$ cat src/rtl/dma_w_burst_ctrl.sv
// dma_w_burst_ctrl
//
// Sequencer in front of the AXI DMA write engine. Takes one write descriptor
// (beat-aligned start address + total beat count), splits it into INCR bursts
// of at most MAX_BURST beats that never cross a 4 KB boundary, and streams
// requester beats through to the write engine. done pulses for one cycle
// after the last beat of the descriptor has been handed over.
//
// Ports:
//   clk, rst          clock, asynchronous active-high reset
//   cmd_valid/ready   descriptor handshake (ready = controller idle)
//   cmd_addr          start byte address (low log2(BYTES) bits ignored)
//   cmd_beats         total beats, 0 allowed
//   s_valid/ready     requester beat handshake
//   s_data/s_strb     requester data and byte strobes
//   dma_valid/ready   beat handshake toward the write engine
//   dma_addr/dma_len  current burst start address and beats-1 (stable per burst)
//   dma_wdata/wstrb   pass-through of s_data/s_strb
//   dma_last          current beat closes its burst
//   busy              descriptor in progress
//   done              one-cycle completion pulse
module dma_w_burst_ctrl #(
    parameter int ADDR_W    = 32,
    parameter int DATA_W    = 256,
    parameter int LEN_W     = 8,
    parameter int MAX_BURST = 16,
    parameter int CNT_W     = 16
) (
    input  logic                  clk,
    input  logic                  rst,
    input  logic                  cmd_valid,
    output logic                  cmd_ready,
    input  logic [ADDR_W-1:0]     cmd_addr,
    input  logic [CNT_W-1:0]      cmd_beats,
    input  logic                  s_valid,
    output logic                  s_ready,
    input  logic [DATA_W-1:0]     s_data,
    input  logic [DATA_W/8-1:0]   s_strb,
    output logic                  dma_valid,
    input  logic                  dma_ready,
    output logic [ADDR_W-1:0]     dma_addr,
    output logic [LEN_W-1:0]      dma_len,
    output logic [DATA_W-1:0]     dma_wdata,
    output logic [DATA_W/8-1:0]   dma_wstrb,
    output logic                  dma_last,
    output logic                  busy,
    output logic                  done
);

    localparam int BYTES = DATA_W / 8;
    localparam int OFF   = $clog2(BYTES);
    // Common width for the min() of MAX_BURST, left and to_bnd.
    localparam int MW    = (CNT_W > 13) ? CNT_W + 1 : 14;
    localparam logic [ADDR_W-1:0] ALIGN_MASK = ~ADDR_W'(BYTES - 1);

    typedef enum logic [1:0] {IDLE, CALC, BURST, DONE} state_t;

    state_t              state_q;
    logic [ADDR_W-1:0]   cur_addr_q;
    logic [ADDR_W-1:0]   dma_addr_q;
    logic [CNT_W-1:0]    left_q;
    logic [LEN_W-1:0]    dma_len_q;
    logic [LEN_W-1:0]    bcnt_q;
    logic                cmd_ready_q;
    logic                busy_q;
    logic                done_q;

    logic [12:0]         to_bnd;
    logic [MW-1:0]       blen;
    logic                in_burst;
    logic                beat_xfer;
    logic                burst_end;
    logic [ADDR_W-1:0]   burst_bytes;

    // Burst length for the next burst, consumed in CALC.
    always_comb begin
        to_bnd = (13'h1000 - {1'b0, cur_addr_q[11:0]}) >> OFF;
        blen   = MW'(MAX_BURST);
        if (MW'(left_q) < blen) begin
            blen = MW'(left_q);
        end
        if (MW'(to_bnd) < blen) begin
            blen = MW'(to_bnd);
        end
    end

    assign in_burst    = (state_q == BURST);
    assign beat_xfer   = in_burst && s_valid && dma_ready;
    assign burst_end   = beat_xfer && (bcnt_q == dma_len_q);
    // Byte size of the current burst; dma_len_q + 1 is its beat count.
    assign burst_bytes = ADDR_W'({1'b0, dma_len_q} + {{LEN_W{1'b0}}, 1'b1}) << OFF;

    always_ff @(posedge clk or posedge rst) begin
        if (rst) begin
            state_q     <= IDLE;
            cur_addr_q  <= '0;
            dma_addr_q  <= '0;
            left_q      <= '0;
            dma_len_q   <= '0;
            bcnt_q      <= '0;
            cmd_ready_q <= 1'b0;
            busy_q      <= 1'b0;
            done_q      <= 1'b0;
        end else begin
            case (state_q)
                IDLE: begin
                    cmd_ready_q <= 1'b1;
                    // cmd_ready_q is still 0 in the first cycle after reset,
                    // so acceptance is gated by it rather than by the state.
                    if (cmd_ready_q && cmd_valid) begin
                        cur_addr_q  <= cmd_addr & ALIGN_MASK;
                        left_q      <= cmd_beats;
                        cmd_ready_q <= 1'b0;
                        busy_q      <= 1'b1;
                        if (cmd_beats == '0) begin
                            state_q <= DONE;
                            done_q  <= 1'b1;
                        end else begin
                            state_q <= CALC;
                        end
                    end
                end
                CALC: begin
                    dma_addr_q <= cur_addr_q;
                    dma_len_q  <= LEN_W'(blen - MW'(1));
                    bcnt_q     <= '0;
                    state_q    <= BURST;
                end
                BURST: begin
                    if (beat_xfer) begin
                        bcnt_q <= bcnt_q + 1'b1;
                        left_q <= left_q - 1'b1;
                    end
                    if (burst_end) begin
                        cur_addr_q <= cur_addr_q + burst_bytes;
                        if (left_q == CNT_W'(1)) begin
                            state_q <= DONE;
                            done_q  <= 1'b1;
                        end else begin
                            state_q <= CALC;
                        end
                    end
                end
                DONE: begin
                    done_q      <= 1'b0;
                    busy_q      <= 1'b0;
                    cmd_ready_q <= 1'b1;
                    state_q     <= IDLE;
                end
                default: begin
                    state_q <= IDLE;
                end
            endcase
        end
    end

    assign cmd_ready = cmd_ready_q;
    assign busy      = busy_q;
    assign done      = done_q;
    assign dma_addr  = dma_addr_q;
    assign dma_len   = dma_len_q;
    assign dma_valid = in_burst && s_valid;
    assign s_ready   = in_burst && dma_ready;
    assign dma_last  = in_burst && (bcnt_q == dma_len_q);
    assign dma_wdata = s_data;
    assign dma_wstrb = s_strb;

endmodule
$ cat config.mk
export PLATFORM = sky130hd
export DESIGN_NAME = dma_w_burst_ctrl
export DESIGN_NICKNAME = d
export VERILOG_FILES = /design/src/rtl/dma_w_burst_ctrl.sv
export SDC_FILE = /design/constraint.sdc
export NUM_CORES = 1
export LEC_CHECK = 0
export BUFFER_PORTS_ARGS = -buffer_cell sky130_fd_sc_hd__buf_2
export CAP_MARGIN = 20
export CORE_AREA = 5 5 263 265
export CTS_CLUSTER_DIAMETER = 150
export DETAILED_ROUTE_END_ITERATION = 16
export DIE_AREA = 0 0 268 270
export PLACE_DENSITY = 0.44
export SLEW_MARGIN = 20
export SYNTH_ARGS = -nofsm -noshare
export SYNTH_HDL_FRONTEND = slang
export SYNTH_SLANG_ARGS = --single-unit
$ cat constraint.sdc
create_clock -name clk -period 5.3 [get_ports clk]
set_clock_uncertainty 0.05 [all_clocks]
set_input_delay 0.53 -clock clk [delete_from_list [all_inputs] [get_ports clk]]
set_output_delay 0.53 -clock clk [all_outputs]
set_load 0.01 [all_outputs]
# == After elaboration in Yosys (flattened, before gate mapping) ==
# Index checks and enable logic that the tools add are counted.
# word_totals
regBits,101
input_bits,341
elab_cells,69
# op_classes
addsub,6
n_lt_le_gt_ge,2
n_eq_ne,10
n_mux,24
n_reduce_logical,18
# op_table
op,n
32-bit two-way mux,2
32-bit one-hot mux with 2 select lines,1
16-bit two-way mux,3
32-bit by 14-bit adder with 32-bit output,1
16-bit one-hot mux with 2 select lines,1
16-bit by 1-bit == test with 1-bit output (second input constant),1
16-bit logical NOT,1
16-bit by 5-bit < comparator with 1-bit output (second input constant),1
8-bit by 16-bit < comparator with 1-bit output,1
8-bit two-way mux,2
8-bit one-hot mux with 2 select lines,1
16-bit by 1-bit subtractor with 16-bit output (second input constant),1
13-bit by 12-bit subtractor with 13-bit output (first input constant),1
8-bit by 1-bit adder with 9-bit output (second input constant),1
8-bit by 1-bit adder with 8-bit output (second input constant),1
8-bit == test,1
2-bit two-way mux,4
2-bit one-hot mux with 4 select lines,1
8-bit by 1-bit subtractor with 8-bit output (second input constant),1
1-bit logical AND,6
1-bit two-way mux,6
2-bit by 1-bit inequality test with 1-bit output (second input constant),3
2-bit AND reduction,3
3-bit AND reduction,2
other kinds (9),14

# == Depth between registers and ports, before layout ==
# Gate-level depths: netlist of the first run.
# depth
ltp_word,6
ltp_mapped,19

# == Least setup slack after synthesis of the first run ==
# No wires, ideal clock.
# synth_path
kind,flip-flop to flip-flop
from,reg cur_addr_q[6]
to,"reg dma_len_q[6], in the netlist dma_len[6]"
setup_ns,0.096
arrival_ns,3.521
setup_slack_ns,1.633
stages_incl_launch_ff,18
n_path_buf,2
period_less_slack_ns,3.667
path_cell_list,dfrtp_1 buf_2 nor3_2 or3b_1 xor2_1 ha_1 a21o_1 a21o_1 a21oi_1 and2_1 clkbuf_1 nor2_1 a21oi_1 ha_1 o21ai_0 nor3_2 xnor2_1 o31ai_1
# synth_between
elab_chain_len,4
# synth_lines
element,line,source
from (decl),59,logic [ADDR_W-1:0] cur_addr_q;
from (signal assigned),111,cur_addr_q <= cmd_addr & ALIGN_MASK;
from (signal assigned),135,cur_addr_q <= cur_addr_q + burst_bytes;
13-bit by 12-bit subtractor with 13-bit output *,77,"to_bnd = (13'h1000 - {1'b0, cur_addr_q[11:0]}) >> OFF;"
8-bit by 16-bit < comparator with 1-bit output,82,if (MW'(to_bnd) < blen) begin
8-bit two-way mux *,82,
8-bit by 1-bit subtractor with 8-bit output *,125,dma_len_q <= LEN_W'(blen - MW'(1));
to (signal assigned),125,
to (decl),62,logic [LEN_W-1:0] dma_len_q;
# Every way passes the cells marked *; elsewhere a longest branch is shown, timed or not.
# A chain may end at the register's enable or synchronous reset.

# == Worst setup path in the final report of the first run ==
# Same ends and word-level chain as after synthesis.

==> metrics.md, run 1 <==
| Metric | Value |
|---|---|
| Status | complete, no violations |
| Non-filler cells, final | around 1600 |
| Int Pwr | 2.48 mW |
| Slack of the critical path | 1.29 ns |
| Worst skew pair latency | ~0.36 ns |
| PostCTS Resize Cnt | 0 |
| Cell taking the most area after synthesis | dfrtp_1 |
| Worst path slowest cell | dfrtp_1 |
| Max_cap viols | 0 |
| Initial DRC Count | between 300 and 400 |
| Actual slew at the worst max-slew pin | about 0.9 ns |
| Worst slew margin | 0.385 |
| Final Util | 0.115 |
| Area delta synth->final | -5.10% |
| Crit path max-delay family | simple AND/OR/NAND/NOR gates |
| Clock root cell | clkbuf_16 |
| Final max-slew violation count | 0 |
| Core Area | 66600 um^2 |
| Vias in the first global route | about 5600 |
| Initial Utilization | 0.121 |
| Yosys Warn Count | 0 |
| WP data arrival | 4.23 ns |
| Final HPWL DP | ~23000 um |
| Post-Route WL | 29200 um |
| #FFs+latches synth | approximately 90 |
| Global-route wire length before repair | between 40000 and 50000 um |
| Hold buffer count at CTS | 0 |
| GRT overflow | 0 |
| Sequential share of the synthesized area | 0.283 |
| Worst path max stage delay | about 0.55 ns |
| Fin area | 7640 um^2 |
| Post-Syn Area | about 8000 um^2 |
| CTS H-tree lvls | 3 |
| Synth top area share | 0.283 |
| Setup WS pre-CTS | 1.27 ns |
| Top_reg_cell synth | dfrtp_1 |
| Wire length per cell | between 15 and 20 um |
| Setup violators final | 0 |
| Fin nets | between 1000 and 1500 |
| Crit start category | flip-flop |
| Initial antenna violation count | 2 |
| Combinational power share | 0.543 |
| Buf+Inv Stages, Crit Path | 0 |
| Unrepaired setup endpoints after global routing | false |
| CTS tree | yes |
| Seq pwr share | 0.307 |
| Yosys cell types | between 60 and 70 |
| Total power | 4.72 mW |
| Net Sw Frac | 0.474 |
| Clock slew at reported path FFs | about 0.080 ns |
| Routed vias | 5529 |
| GRT Overall Usage | 0.0768 |
| Power density over the cells | about 620 nW/um^2 |
| Switching power | roughly 2.2 mW |
| Maximum vdd ir drop | 0.000205 V |
| Worst path cell trace | nor3_2 > or3b_1 > xor2_1 > ha_1 > a21o_1 > a21o_1 > a21oi_1 > and2_1 > nor2_1 > a21oi_1 > ha_1 > o21ai_0 > nor3_2 > xnor2_1 > o31ai_1 |
| CP Max Fanout | 12 |
| Worst EP required | 5.52 ns |
| Clock Sinks | between 90 and 100 |
| Port Buffers | 88 |
| Ranking of synthesized cells by area | dfrtp_1, buf_4, ha_1 |
| 1st-pass router iterations | 5 |
| Post-Route Setup TNS | 0 ns |
| IO Count | ~680 |
| Worst hold slack | around 0.25 ns |
| Final Hold Fails | 0 |
| Min Tclk post-route | between 4 and 5 ns |
| Die Y | around 270 um |
| Layout cells sized above 1 | 0.221 |
| Die area | 72400 um^2 |
| Num rows | 95 |
| Fillers | between 7000 and 8000 |
| CP Capture Type | flip-flop |
| Largest net degree at the start of global routing | 82 |
| Syn Area/Cell | roughly 8.6 um^2 |
| DRC | 0 |
| Setup Fix Bufs, Post-CTS | 0 |
| Ant diodes | 0 |
| Mapped Cells | 934 |
| Die W | ~270 um |
| Vias per inst | 3.46 |
| Path type of the worst min-delay path | input pin to asynchronous set/reset pin |
| Asr flop ratio synth | 1.00 |
| Leak Pwr | ~3 nW |
| GP Congestion | 0.752 |
| Post-synth EDFFs | 0 |
| Fmax | between 200 and 250 MHz |
| Dpl cell area | 7330 um^2 |
| Clock buffer depth | 2 |
| Clock share of power | 0.150 |
| Num CTS Buffers | 9 |
| Fin crit share | 0.757 |
| Final ANT Viol Nets | 0 |
| Crit Path Class | flip-flop to flip-flop |
| Placed insts | approximately 1600 |
-- power groups by stage --
| stage | logic [mW] | registers [mW] | clock network [mW] |
|---|---|---|---|
| after floorplan | 2.09 | 1.34 | 0 |
| after global placement | 2.58 | 1.46 | 0 |
| after detailed placement | 2.61 | 1.47 | 0 |
| after CTS | 2.62 | 1.46 | 0.731 |
| after global routing | 2.88 | 1.51 | 0.752 |
| final | 2.56 | 1.45 | 0.708 |
-- logic make-up after synthesis --
| group | after synthesis | synth area share |
|---|---|---|
| compound gates | 181 | 0.142 |
| xor+xnor | 38 | 0.0413 |
| fa+ha+maj | 29 | 0.0460 |
| buf+inv | 346 | 0.300 |
| flops | 91 | 0.283 |
| mux | 37 | 0.0504 |
| other cells | 2 | 0.000933 |
| simple gates | 210 | 0.136 |
-- registers in the layout, summed over array words and instances (netlist names) --
name / flops
cur_addr_q: 27
dma_addr: 27
left_q: 16
bcnt_q: 8
dma_len: 8
state_q: 2
busy: 1
cmd_ready: 1
done: 1
-- layout by cell type, fill, tap and decap left out, drive strengths merged, types with 6 or more instances in the layout --
cell type   n
a21oi      59
nor4       10
ha         28
a31oi       9
a21o        9
nand3      22
clkbuf     10
mux2       28
inv        21
o21ai      38
or3         6
buf        95
nor3       13
nand4      13
mux2i       9
and3        8
nand2      65
nor2       42
xor2       23
xnor2      15
dfrtp      91
conb        8
a2bb2oi     8
o22ai      15
-- area by class of cell --
cell class / count / area, um^2 / share of cell area
well taps: 873 / 1090 / 0.143
multi-input cells: 503 / 3400 / 0.445
repair buffers: 95 / 493 / 0.0645
clock inverters: 6 / 70.1 / 0.00917
clock buffers: 10 / 239 / 0.0313
inverters: 18 / 70.1 / 0.00917
flip-flops and latches: 91 / 2280 / 0.298
-- final timing paths --
check | cells past startpoint | endpoint | startpoint | slack (ns)
worst max-delay path | 15 | dma_len[6]$_DFFE_PP0P_ | cur_addr_q[6]$_DFFE_PP0P_ | 1.29
worst min-delay path | 2 | dma_addr[20]$_DFFE_PP0P_ | rst | 0.25
worst max register to register | 15 | dma_len[6]$_DFFE_PP0P_ | cur_addr_q[6]$_DFFE_PP0P_ | 1.29
worst min register to register | 1 | dma_addr[14]$_DFFE_PP0P_ | dma_addr[14]$_DFFE_PP0P_ | 0.46
max in group asynchronous | 3 | left_q[4]$_DFFE_PP0P_ | rst | 3.89
min in group clk | 3 | cur_addr_q[14]$_DFFE_PP0P_ | cmd_addr[14] | 0.36
-- synthesized netlist by cell type, drive strengths merged (18+ instances only) --
cell    instances
buf           308
dfrtp          91
nand2          65
a21oi          59
nor2           42
o21ai          38
ha             28
mux2           28
xor2           23
nand3          22
clkbuf         20
inv            18
-- metal layers --
layer | vias to the layer above | track usage | wire (um)
met5 | - | 0 | 19
met4 | 4 | 0.0467 | 1850
met3 | 127 | 0.0404 | 3420
met2 | 293 | 0.117 | 13000
met1 | 2614 | 0.0842 | 10900
li1 | 2491 | - | -
Power figures use the tool's default switching activity.
==> run 2, diff against run 1 <==
--- a/config.mk
+++ b/config.mk
@@ -7,11 +7,11 @@
 export LEC_CHECK = 0
 export BUFFER_PORTS_ARGS = -buffer_cell sky130_fd_sc_hd__buf_2
 export CAP_MARGIN = 20
-export CORE_AREA = 5 5 263 265
+export CORE_AREA = 5 5 261 263
 export CTS_CLUSTER_DIAMETER = 150
 export DETAILED_ROUTE_END_ITERATION = 16
-export DIE_AREA = 0 0 268 270
-export PLACE_DENSITY = 0.44
+export DIE_AREA = 0 0 266 268
+export PLACE_DENSITY = 0.46
 export SLEW_MARGIN = 20
 export SYNTH_ARGS = -nofsm -noshare
 export SYNTH_HDL_FRONTEND = slang
==> constraint.sdc (replaced) <==
create_clock -name clk -period 3.6 [get_ports clk]
set_clock_uncertainty 0.05 [all_clocks]
set_input_delay 0.36 -clock clk [delete_from_list [all_inputs] [get_ports clk]]
set_output_delay 0.36 -clock clk [all_outputs]
set_load 0.01 [all_outputs]
==> run 2 against run 1 <==
  * Sequential share of layout area decreased by 0.77 points
  * Critical path type unchanged
  * Hold slack got worse by 0.21 ns
  * Global-route usage increased by 0.13 points
  * Setup slack got worse by 1.1 ns
  * Final cell count increased by 1.1%
  * Utilization increased by 0.52 points
  * Highest routed layer is now met4
  * Clock power increased by 29%
  * Non-clock buffer count increased by 27
  * Design area increased by 2.7%
  * Critical path depth unchanged
  * Register-to-register slack got worse by 1.1 ns
  * Die area decreased by 1.5%
==> metrics.md, run 2 (synthesized netlist as in run 1, its figures left out) <==
| Metric | Value |
|---|---|
| Reg2reg path depth | 15 |
| Leak Pwr | between 3 and 4 nW |
| Final Hold Fails | 0 |
| Clock Sinks | 91 |
| Final HPWL DP | 24000 um |
| Final ANT Viol Nets | 0 |
| Most common cell after layout, fill and taps aside | dfrtp_1 |
| Largest net degree at the start of global routing | 53 |
| CP Max Fanout | 6 |
| Vias in the first global route | 5577 |
| Max_cap viols | 0 |
| Num CTS Buffers | 9 |
| Status | complete, no violations |
| Hold buffer count at CTS | 0 |
| Power density over the cells | 908 nW/um^2 |
| Initial DRC Count | between 300 and 400 |
| Combinational power share | 0.595 |
| Final max-slew violation count | 0 |
| Area delta synth->final | -2.58% |
| Most frequent cells in the layout | dfrtp_1, buf_2, nand2_1 |
| Fmax | between 200 and 300 MHz |
| Core Area | 65400 um^2 |
| Int Pwr | 3.76 mW |
| Wire length per cell | 18.3 um |
| Worst EP required | approximately 3.8 ns |
| Crit start category | flip-flop |
| Clock slew at reported path FFs | approximately 0.070 ns |
| WL met3 | 3140 um |
| Ant diodes | 0 |
| Min Tclk post-route | 3.40 ns |
| Maximum vdd ir drop | around 0.00024 V |
| WP data arrival | between 3 and 4 ns |
| Die W | 266 um |
| R2r startpoint | cur_addr_q[5]$_DFFE_PP0P_ |
| Initial Utilization | 0.123 |
| Clock root cell | clkbuf_16 |
| Clock buffer depth | 2 |
| Reg2reg end | dma_len[6]$_DFFE_PP0P_ |
| IO Count | between 600 and 700 |
| Total power | slightly above 7 mW |
| Seq pwr share | 0.276 |
| Reg2Reg Setup Slack | just over 0.2 ns |
| Routed length on met2 | 13600 um |
| Actual slew at the worst max-slew pin | approximately 0.69 ns |
| Worst slew margin | 0.537 |
| Layout cells sized above 1 | 0.256 |
| Die Y | about 270 um |
| Worst path max stage delay | 0.45 ns |
| Fin crit share | 0.944 |
| CP Capture Type | flip-flop |
| Clock share of power | 0.129 |
| Global-route wire length before repair | 40800 um |
| 1st-pass router iterations | 5 |
| Post-Route WL | between 20000 and 30000 um |
| CP Depth | 15 |
| GP Congestion | roughly 0.76 |
| Routed vias | roughly 5700 |
| CTS tree | yes |
| Switching power | 3.35 mW |
| GRT Overall Usage | 0.0782 |
| CTS H-tree lvls | 3 |
| Vias per inst | around 3.5 |
| GRT overflow | 0 |
| Crit Path Class | flip-flop to flip-flop |
| Port Buffers | between 80 and 90 |
| Path type of the worst min-delay path | input pin to asynchronous set/reset pin |
| Worst hold slack | ~0.038 ns |
| Worst path slowest cell | or3b_4 |
| DRC | 0 |
| Worst path cell trace | nor3_2 > or3b_4 > xor2_2 > ha_1 > a21o_1 > a21o_1 > a21oi_1 > and2_4 > nor2_1 > a21oi_1 > ha_2 > o21ai_0 > nor3_2 > xnor2_1 > o31ai_1 |
| Wl on met1 | between 10000 and 15000 um |
| Buf+Inv Stages, Crit Path | 0 |
| Die area | between 70000 and 80000 um^2 |
| Top sig layer | met4 |
| Initial antenna violation count | 1 |
| Worst skew pair latency | around 0.35 ns |
| Num rows | 94 |
| Crit path max-delay family | simple AND/OR/NAND/NOR gates |
| Fin nets | between 1000 and 1500 |
| Post-Route Setup TNS | 0 ns |
| Setup violators final | 0 |
| Net Sw Frac | 0.471 |
==> run 2: worst register-to-register path: stages (launching register included) <==
cell and delay, ns:
dfrtp_1 0.39, nor3_2 0.25, or3b_4 0.45, xor2_2 0.17, ha_1 0.27, a21o_1 0.18, a21o_1 0.17, a21oi_1 0.19
and2_4 0.19, nor2_1 0.05, a21oi_1 0.13, ha_2 0.24, o21ai_0 0.16, nor3_2 0.16, xnor2_1 0.09, o31ai_1 0.18
==> run 2: worst max path at each step <==
stage | startpoint | endpoint
after global routing | cur_addr_q[5]$_DFFE_PP0P_ | dma_len[6]$_DFFE_PP0P_
after floorplan | cur_addr_q[6]$_DFFE_PP0P_ | dma_len[6]$_DFFE_PP0P_
after CTS | cur_addr_q[5]$_DFFE_PP0P_ | dma_len[6]$_DFFE_PP0P_
final | cur_addr_q[5]$_DFFE_PP0P_ | dma_len[6]$_DFFE_PP0P_
after detailed placement | cur_addr_q[5]$_DFFE_PP0P_ | dma_len[6]$_DFFE_PP0P_
after global placement | cur_addr_q[5]$_DFFE_PP0P_ | dma_len[6]$_DFFE_PP0P_
==> run 2: metal layers <==
layer | up-vias | global-route usage
met5 | - | 0.00264
met4 | 0 | 0.0433
met3 | 136 | 0.0347
met2 | 324 | 0.126
met1 | 2658 | 0.0862
li1 | 2540 | -
==> run 2: power by group through the flow <==
stage / clock, mW / sequential (mW) / combinational, mW
2_1_floorplan: 0 / 1.97 / 3.08
3_3_place_gp: 0 / 1.98 / 4.19
3_5_place_dp: 0 / 1.99 / 4.23
4_1_cts: 0.957 / 1.97 / 4.27
5_1_grt: 0.991 / 2.05 / 4.71
6_report: 0.915 / 1.97 / 4.24
==> run 2: timing repair <==
item / 4_1_cts / 5_1_grt
setup endpoints to repair: 1 / 3
resized for setup: 0 / 8
pin swaps: 0 / 1
setup buffers: 1 / 1
==> run 2: layout make-up <==
class | instances | area, um^2
Clock buffer | 10 | 229
Multi-Input combinational cell | 503 | 3440
Tap cell | 864 | 1080
Clock inverter | 5 | 40.0
Inverter | 18 | 70.1
Sequential cell | 91 | 2280
Fill cell | 7547 | 57600
Timing Repair Buffer | 122 | 708
==> run 2: per-stage QoR <==
step	utilization	setup slack [ns]	instance area (um^2)	instances
2_1_floorplan	-	0.0645	8080	940
3_3_place_gp	0.115	0.0239	7520	1596
3_5_place_dp	0.115	0.00943	7520	1596
4_1_cts	0.119	0.0825	7800	1612
5_1_grt	0.120	-0.00967	7840	1613
6_report	0.120	0.201	7840	1613
